--- config.mk ---
export PLATFORM = sky130hd
export DESIGN_NAME = cmul_seq_ctrl
export DESIGN_NICKNAME = d
export VERILOG_FILES = /design/src/rtl/cmul_seq_ctrl.sv
export SDC_FILE = /design/constraint.sdc
export NUM_CORES = 1
export LEC_CHECK = 0
export ABC_CLOCK_PERIOD_IN_PS = 6800
export BUFFER_PORTS_ARGS = -buffer_cell sky130_fd_sc_hd__clkbuf_2
export CAP_MARGIN = 20
export CORE_MARGIN = 3
export CORE_UTILIZATION = 45
export CTS_CLUSTER_SIZE = 28
export DETAILED_ROUTE_END_ITERATION = 16
export HOLD_SLACK_MARGIN = 0.03
export PLACE_DENSITY_LB_ADDON = 0.1
export SYNTH_ARGS = -nofsm -noshare
export SYNTH_HDL_FRONTEND = slang
export SYNTH_SLANG_ARGS = --single-unit
--- constraint.sdc ---
create_clock -name clk -period 6.8 [get_ports clk]
set_input_delay 1.02 -clock clk [delete_from_list [all_inputs] [get_ports clk]]
set_output_delay 1.02 -clock clk [all_outputs]
set_load 0.01 [all_outputs]
--- src/rtl/cmul_seq_ctrl.sv ---
// Sequential complex multiplier: one shared 8x8 signed multiplier and one time-shared cla16 adder.
// Optional macro CMUL_CONJ_EN adds a conj input selecting A*conj(B).

module cla16 (
    input  logic [15:0] a,
    input  logic [15:0] b,
    input  logic        cin,
    output logic [15:0] sum,
    output logic        cout
);
    logic [15:0] w_g;
    logic [15:0] w_p;
    logic [16:0] w_c;
    logic [3:0]  w_gg;
    logic [3:0]  w_gp;

    assign w_g = a & b;
    assign w_p = a ^ b;

    // 4-bit lookahead groups; group carries resolved first, then carries inside each group
    always_comb begin
        w_c  = '0;
        w_gg = '0;
        w_gp = '0;
        for (int k = 0; k < 4; k++) begin
            w_gp[k] = &w_p[4*k +: 4];
            w_gg[k] = w_g[4*k+3]
                    | (w_p[4*k+3] & w_g[4*k+2])
                    | (w_p[4*k+3] & w_p[4*k+2] & w_g[4*k+1])
                    | (w_p[4*k+3] & w_p[4*k+2] & w_p[4*k+1] & w_g[4*k]);
        end
        w_c[0] = cin;
        for (int k = 0; k < 4; k++) begin
            w_c[4*k+4] = w_gg[k] | (w_gp[k] & w_c[4*k]);
        end
        for (int i = 0; i < 16; i++) begin
            if ((i % 4) != 3) begin
                w_c[i+1] = w_g[i] | (w_p[i] & w_c[i]);
            end
        end
    end

    assign sum  = w_p ^ w_c[15:0];
    assign cout = w_c[16];
endmodule

module cmul_seq_ctrl #(
    parameter int DW = 8
) (
    input  logic          clk,
    input  logic          rst_n,
    input  logic          in_valid,
    output logic          in_ready,
    input  logic [DW-1:0] ar,
    input  logic [DW-1:0] ai,
    input  logic [DW-1:0] br,
    input  logic [DW-1:0] bi,
`ifdef CMUL_CONJ_EN
    input  logic          conj,
`endif
    output logic          out_valid,
    input  logic          out_ready,
    output logic [16:0]   re_out,
    output logic [16:0]   im_out
);
    typedef enum logic [2:0] {
        S_IDLE, S_M0, S_M1, S_A0, S_M2, S_M3, S_A1, S_OUT
    } state_t;

    state_t               r_state;
    state_t               w_state_nxt;
    logic signed [7:0]    r_ar, r_ai, r_br, r_bi;
    logic [15:0]          r_p0, r_p1;
    logic [16:0]          r_re, r_im;
    logic                 w_conj;
    logic signed [7:0]    w_mul_a, w_mul_b;
    logic signed [15:0]   w_prod;
    logic [15:0]          w_add_a, w_add_b, w_sum;
    logic                 w_cin, w_cout;
    logic [16:0]          w_sum17;

`ifdef CMUL_CONJ_EN
    logic r_conj;
    assign w_conj = r_conj;
`else
    assign w_conj = 1'b0;
`endif

    always_comb begin
        w_mul_a = '0;
        w_mul_b = '0;
        case (r_state)
            S_M0:    begin w_mul_a = r_ar; w_mul_b = r_br; end
            S_M1:    begin w_mul_a = r_ai; w_mul_b = r_bi; end
            S_M2:    begin w_mul_a = r_ar; w_mul_b = r_bi; end
            S_M3:    begin w_mul_a = r_ai; w_mul_b = r_br; end
            default: ;
        endcase
    end

    assign w_prod = w_mul_a * w_mul_b;

    // Subtraction is a + ~b + 1; conj swaps which pass subtracts
    always_comb begin
        w_add_a = '0;
        w_add_b = '0;
        w_cin   = 1'b0;
        if (r_state == S_A0) begin
            w_add_a = r_p0;
            w_add_b = w_conj ? r_p1 : ~r_p1;
            w_cin   = ~w_conj;
        end else if (r_state == S_A1) begin
            w_add_a = w_conj ? r_p1  : r_p0;
            w_add_b = w_conj ? ~r_p0 : r_p1;
            w_cin   = w_conj;
        end
    end

    cla16 u_cla16 (
        .a    (w_add_a),
        .b    (w_add_b),
        .cin  (w_cin),
        .sum  (w_sum),
        .cout (w_cout)
    );

    // Bit 16 is the sign extension of the 16-bit add, so the result is exact
    assign w_sum17 = {w_add_a[15] ^ w_add_b[15] ^ w_cout, w_sum};

    always_comb begin
        w_state_nxt = r_state;
        case (r_state)
            S_IDLE:  if (in_valid) w_state_nxt = S_M0;
            S_M0:    w_state_nxt = S_M1;
            S_M1:    w_state_nxt = S_A0;
            S_A0:    w_state_nxt = S_M2;
            S_M2:    w_state_nxt = S_M3;
            S_M3:    w_state_nxt = S_A1;
            S_A1:    w_state_nxt = S_OUT;
            S_OUT:   if (out_ready) w_state_nxt = S_IDLE;
            default: w_state_nxt = S_IDLE;
        endcase
    end

    always_ff @(posedge clk or negedge rst_n) begin
        if (!rst_n) begin
            r_state <= S_IDLE;
            r_ar    <= '0;
            r_ai    <= '0;
            r_br    <= '0;
            r_bi    <= '0;
            r_p0    <= '0;
            r_p1    <= '0;
            r_re    <= '0;
            r_im    <= '0;
`ifdef CMUL_CONJ_EN
            r_conj  <= 1'b0;
`endif
        end else begin
            r_state <= w_state_nxt;
            if (r_state == S_IDLE && in_valid) begin
                r_ar <= ar;
                r_ai <= ai;
                r_br <= br;
                r_bi <= bi;
`ifdef CMUL_CONJ_EN
                r_conj <= conj;
`endif
            end
            case (r_state)
                S_M0, S_M2: r_p0 <= w_prod;
                S_M1, S_M3: r_p1 <= w_prod;
                S_A0:       r_re <= w_sum17;
                S_A1:       r_im <= w_sum17;
                default:    ;
            endcase
        end
    end

    assign in_ready  = (r_state == S_IDLE);
    assign out_valid = (r_state == S_OUT);
    assign re_out    = r_re;
    assign im_out    = r_im;
endmodule
### Word-level counts from Yosys, hierarchy flattened

Index checks and enable logic that the tools add are counted.

* multiply operators: 1
* equality and inequality tests: 9
* reduce and logical (&&, ||, !) cells: 11
* bitwise logic cells: 70
* multiplexer cells: 10

Operator list (count)
* 16-bit 2-to-1 mux: 4
* 1-bit AND: 36
* 8-bit one-hot mux with 2 select lines: 2
* 16-bit XOR: 2
* 1-bit bitwise OR: 28
* 3-bit one-hot mux with 8 select lines: 1
* 16-bit AND: 1
* 8-bit by 8-bit multiplier with 16-bit output: 1
* 16-bit inverter: 1
* 4-bit AND reduction: 4
* 3-bit == test (second input constant): 4
* 2-bit OR reduction: 4
* 3-bit by 2-bit == test with 1-bit output (second input constant): 2
* 3-bit 2-to-1 mux: 2
* 3-bit by 1-bit == test with 1-bit output (second input constant): 1
* 3-bit zero test: 1
* 2-bit by 1-bit != test with 1-bit output (second input constant): 1
* 2-bit != test (second input constant): 1
* 2-bit AND reduction: 1
* 1-bit XOR: 2
* 1-bit logical AND: 1
* 1-bit 2-to-1 mux: 1

* logic and storage cells: 110
* output and inout port bits: 36
* input port bits: 36
* bits in registers: 101

### Longest topological paths before layout

* depth after elaboration: 20
* mapped depth: 22
* mapped depth without buffers: 21

### Cells and area by module

Synthesis repeated with hierarchy kept, for this count alone.

* cell total of the unflattened synthesis: 807
* area, all modules: 7524.7 um2

By module, submodules not included
* cmul_seq_ctrl: seq. area each 2527.4 um2, instances 1, area each 6834.1 um2, cells each 734
* cla16: seq. area each 0.0 um2, instances 1, area each 690.7 um2, cells each 73

### Least setup slack after synthesis

Ideal clock, no wire load.

* path kind: reg-to-reg
* start point: reg r_state[0]
* end point: reg r_p0[15]
* path slack: 1.849 ns
* stages on the path, launching flop included: 19
* buffers on the path: 1
* arrival: 4.864 ns
* period minus slack after synthesis: 4.951 ns
* path through: dfrtp_1 -> inv_1 -> ha_1 -> nand2b_1 -> nand2_1 -> buf_2 -> a22oi_2 -> or2_1 -> fa_1 -> fa_1 -> fa_1 -> inv_1 -> fa_1 -> ha_1 -> a21oi_1 -> o21ai_1 -> or3_1 -> o21a_1 -> o211ai_1

* word-level cells in the longest chain between the ends: 4

RTL lines
* start, declared: line 70 `state_t r_state;`
* start signal, assigned: line 160 `r_state <= w_state_nxt;`
* 3-bit by 2-bit == test with 1-bit output (tied with other cells): line 92 `case (r_state)`
* 2-bit OR reduction (no line)
* 8-bit one-hot mux with 2 select lines: line 92
* 8-bit by 8-bit multiplier with 16-bit output: line 101 `assign w_prod = w_mul_a * w_mul_b;`
* end signal, assigned: line 171 `S_M0, S_M2: r_p0 <= w_prod;`
* end, declared: line 73 `logic [15:0] r_p0, r_p1;`

Several ways; a longest one is shown, not always the timed one.
A chain may end at the register's enable or synchronous reset.

### Worst setup path in the final report

* start point: reg r_state[1]
* end point: reg r_p1[15]

* word-level cells in the longest chain between the ends: 4

RTL lines
* 3-bit by 2-bit == test with 1-bit output (tied with other cells): line 92, 170
* 2-bit OR reduction (no line)
* 8-bit one-hot mux with 2 select lines: line 92
* 8-bit by 8-bit multiplier with 16-bit output: line 101
* end signal, assigned: line 172 `S_M1, S_M3: r_p1 <= w_prod;`
* end, declared: line 73

Several ways; a longest one is shown, not always the timed one.

==> out/qor.yml <==
clocking:
  clkLatencyLatePin_ns: 0.35
  cts_hold_repair.buffers: 0
  post_cts_repair_setup_buffers: 0
  tritoncts: "yes"
  clock_sink_count: 101
  post_cts_resized: 0
  clock_path_buffers: 2
  cts_buffers: 9
  clk_transition_reported_paths_ns: 0.07
  cts-htree-levels: 3
  cts.root.buffer_cell: "sky130_fd_sc_hd__clkbuf_16"
place:
  dp_hpwl_um: 12000
  finalWeightedCongestion: 0.843
  port_buffers: 71
  post_dp_cell_area_mm2: 0.00805
  total_placed_cells_including_tap_cells: 1048
synth:
  synth-simple-area-share_pct: 14.0
  main_flop_type_after_synthesis: "sky130_fd_sc_hd__dfrtp_1"
  yosysWarningCount: 0
  synth-edff-count: 0
  portion_of_netlist_area_occupied_by_mux_cells_pct: 5.35
  post-synth-top-count-cell: "sky130_fd_sc_hd__nand2_1"
  post_synth.cell_area_avg_um2: 9.57
  synth_seq_area_share_pct: 33.8
  cell_count_after_synthesis: 781
  post_synth_main_area_contributors: "sky130_fd_sc_hd__dfrtp_1, sky130_fd_sc_hd__fa_1, sky130_fd_sc_hd__ha_1"
  synth-compound-area-share_pct: 11.8
  yosys.area_share.adder_pct: 26.1
  postSynth.asyncResetShare_pct: 100
  synth_cell_types: 50
  synth_seq_cells: 101
  yosys.area_share.xor_xnor_pct: 2.11
  synth_fp_nets: 933
  synthesis.area_mm2: 0.00748
  synth_top_family_by_area: "adder cells"
  top_cell_type_by_total_area_after_synthesis: "sky130_fd_sc_hd__dfrtp_1"
  synth_commonest_cells: "sky130_fd_sc_hd__nand2_1, sky130_fd_sc_hd__dfrtp_1, sky130_fd_sc_hd__inv_1"
  yosysTopAreaCellShare_pct: 33.8
detailed_routing:
  drtIter0Drc: 182
  wl_um: 14900
  detailedRoute.firstPassIterationCount: 4
  postRouteAntennaNets: 0
  route.vias.total: 5293
  route.detailed.drc: 0
  wire_per_inst_um: 14.0
  post_drt_via_cell_ratio: 4.99
critical_path:
  worst-r2r-setup-slack_ns: 1.0
  worst_setup_path_end_kind: "flip-flop"
  path_class: "flip-flop to flip-flop"
  timing.critical_path.fanout_max: 12
  cp.arrival_ns: 6.02
  timing.critical_path.required_ns: 7.02
  startpoint_type: "flip-flop"
  critical_register_to_register_path_startpoint: "r_state[1]$_DFFE_PN0P_"
  worstReg2RegEnd: "r_p1[15]$_DFFE_PN0N_"
  worst_r2r_path_depth: 17
global_route:
  track_usage_pct: 17.8
  antenna_violations_before_repair: 0
  via_count_of_the_first_global_routing_pass: 5569
  globalRoute.totalOverflow: 0
  grt_pass1_wl_um: 26400
  pin_count_of_the_biggest_net_entering_global_routing: 65
timing:
  report.final.slew_viol_count: 0
  timing.fmax_mhz: 172
  timing.clock.skew_ns: 0.00435
  timing.final.hold_violations: 0
  timing.max_slew.rel_slack_pct: 37.9
  setup_total_negative_slack_ns: 0
  setup-violations-final: 0
  period_needed_ns: 5.80
  timing_worst_slew_pin_value_ns: 0.931
  rsz0062_at_grt: "no"
  final_min_period_over_clock_period_pct: 85.3
final_layout:
  share_of_post_route_cells_with_drive_strength_above_1_pct: 12.4
  final_core_utilization_pct: 51.6
  area.growth.synth_to_final_pct: 10.9
  nNetsFinal: 995
  fillCellCount: 1510
  antennaDiodeCount: 0
  ff_latch_area_mm2: 0.00253
  layoutNonFillerInstCount: 1061
  design_area_mm2: 0.00829
  multiInputGateArea_mm2: 0.00444
floorplan:
  starting_density_of_the_core_pct: 46.6
  die_h_um: 135
  coreArea_mm2: 0.0161
  die_area_mm2: 0.0182
  ios: 72
  die-width_um: 135
  rows: 46
flow_run:
  cap_violations: 0
worst_hold_path:
  worst_hold_path.num_cells: 2
  worst_hold_startpoint: "re_out[12]$_DFFE_PN0P_"
  worst_hold_path_type: "flip-flop to flip-flop"
  hold_end: "re_out[12]$_DFFE_PN0P_"
status:
  status: "finished, final reports clean"
[flip-flops by register name, summed over array words and instances, names as in the netlist]
| signal | flops |
|---|---|
| r_p1 | 16 |
| r_ar | 8 |
| im_out | 17 |
| r_ai | 8 |
| r_br | 8 |
| re_out | 17 |
| r_bi | 8 |
| r_state | 3 |
| r_p0 | 16 |
[worst max-delay path by stage]
stage | start | end | slack [ns] | cells after the start
after global routing | r_state[1]$_DFFE_PN0P_ | r_p1[15]$_DFFE_PN0N_ | 0.60 | 17
after detailed placement | r_state[1]$_DFFE_PN0P_ | r_p1[15]$_DFFE_PN0N_ | 1.00 | 17
after global placement | r_state[1]$_DFFE_PN0P_ | r_p1[15]$_DFFE_PN0N_ | 1.28 | 17
after CTS | r_state[1]$_DFFE_PN0P_ | r_p1[15]$_DFFE_PN0N_ | 0.98 | 17
after floorplan | r_state[0]$_DFFE_PN0P_ | r_p0[15]$_DFFE_PN0N_ | 1.85 | 18
final | r_state[1]$_DFFE_PN0P_ | r_p1[15]$_DFFE_PN0N_ | 1.0 | 17
[layer usage]
metal  up-vias  GRT usage (%)  part of all wire (%)  wire length [um]
li1       2654              -                     -                 -
met1      2542           23.3                    47              7040
met2        85           31.0                    48              7150
met3        12           2.87                   3.5               528
met4         0           4.24                   1.2               172
met5         -              0                     0                 0
[layout make-up]
class	count	share of cell area, %
Multi-Input combinational cell	548	53.6
Clock buffer	11	2.81
Clock inverter	2	0.166
Tap cell	216	3.26
Timing Repair Buffer	78	4.95
Inverter	105	4.75
Sequential cell	101	30.5
[per-stage QoR]
step / hold slack, ns / worst slack [ns]
2_1_floorplan: 0.430 / 1.85
3_3_place_gp: 0.456 / 1.28
3_5_place_dp: 0.463 / 1.00
4_1_cts: 0.480 / 0.983
5_1_grt: 0.498 / 0.604
6_report: 0.475 / 0.998
[kinds of logic after synthesis]
logic type / count (synthesis)
buffers and inverters: 132
multiplexers: 36
flip-flops: 101
AO/OA/AOI/OAI: 139
XOR/XNOR: 18
adder cells (fa/ha/maj): 116
AND/OR/NAND/NOR: 239
[cells in the final DEF, fill, tap and decap left out, types with 5 or more instances in the layout]
cell type / netlist / layout
sky130_fd_sc_hd__a21oi_1: 19 / 19
sky130_fd_sc_hd__or2_1: 9 / 9
sky130_fd_sc_hd__fa_1: 67 / 67
sky130_fd_sc_hd__o21a_1: 6 / 6
sky130_fd_sc_hd__nand3_1: 5 / 5
sky130_fd_sc_hd__clkbuf_16: 0 / 9
sky130_fd_sc_hd__xnor2_1: 9 / 9
sky130_fd_sc_hd__nor2b_1: 5 / 5
sky130_fd_sc_hd__nor2_1: 58 / 58
sky130_fd_sc_hd__clkbuf_2: 0 / 70
sky130_fd_sc_hd__o21ai_0: 50 / 50
sky130_fd_sc_hd__dfrtp_1: 101 / 101
sky130_fd_sc_hd__a211oi_1: 5 / 5
sky130_fd_sc_hd__and2_1: 14 / 14
sky130_fd_sc_hd__nor3b_1: 5 / 5
sky130_fd_sc_hd__mux2_1: 30 / 30
sky130_fd_sc_hd__a22oi_2: 7 / 7
sky130_fd_sc_hd__nand2b_1: 7 / 7
sky130_fd_sc_hd__ha_1: 49 / 49
sky130_fd_sc_hd__o21ai_1: 18 / 17
sky130_fd_sc_hd__a22oi_1: 9 / 9
sky130_fd_sc_hd__xor2_1: 9 / 9
sky130_fd_sc_hd__inv_1: 101 / 101
sky130_fd_sc_hd__nand2_1: 123 / 123
sky130_fd_sc_hd__buf_4: 1 / 8
[worst max-delay path, cell delays in order, from the launching register on]
cell and delay (ns):
sky130_fd_sc_hd__dfrtp_1 0.40, sky130_fd_sc_hd__inv_1 0.10, sky130_fd_sc_hd__ha_1 0.45, sky130_fd_sc_hd__inv_1 0.13, sky130_fd_sc_hd__o21ai_2 0.44, sky130_fd_sc_hd__a22oi_2 0.21, sky130_fd_sc_hd__or2_1 0.34, sky130_fd_sc_hd__fa_1 0.73
sky130_fd_sc_hd__fa_1 0.51, sky130_fd_sc_hd__fa_1 0.52, sky130_fd_sc_hd__inv_1 0.05, sky130_fd_sc_hd__fa_1 0.43, sky130_fd_sc_hd__ha_1 0.36, sky130_fd_sc_hd__a21oi_1 0.17, sky130_fd_sc_hd__o21ai_1 0.12, sky130_fd_sc_hd__or3_1 0.36
sky130_fd_sc_hd__o2111ai_1 0.21, sky130_fd_sc_hd__o211ai_1 0.12
Power is not shown: default switching activity piles up to over one toggle a cycle in this logic, so the estimate is an artifact.
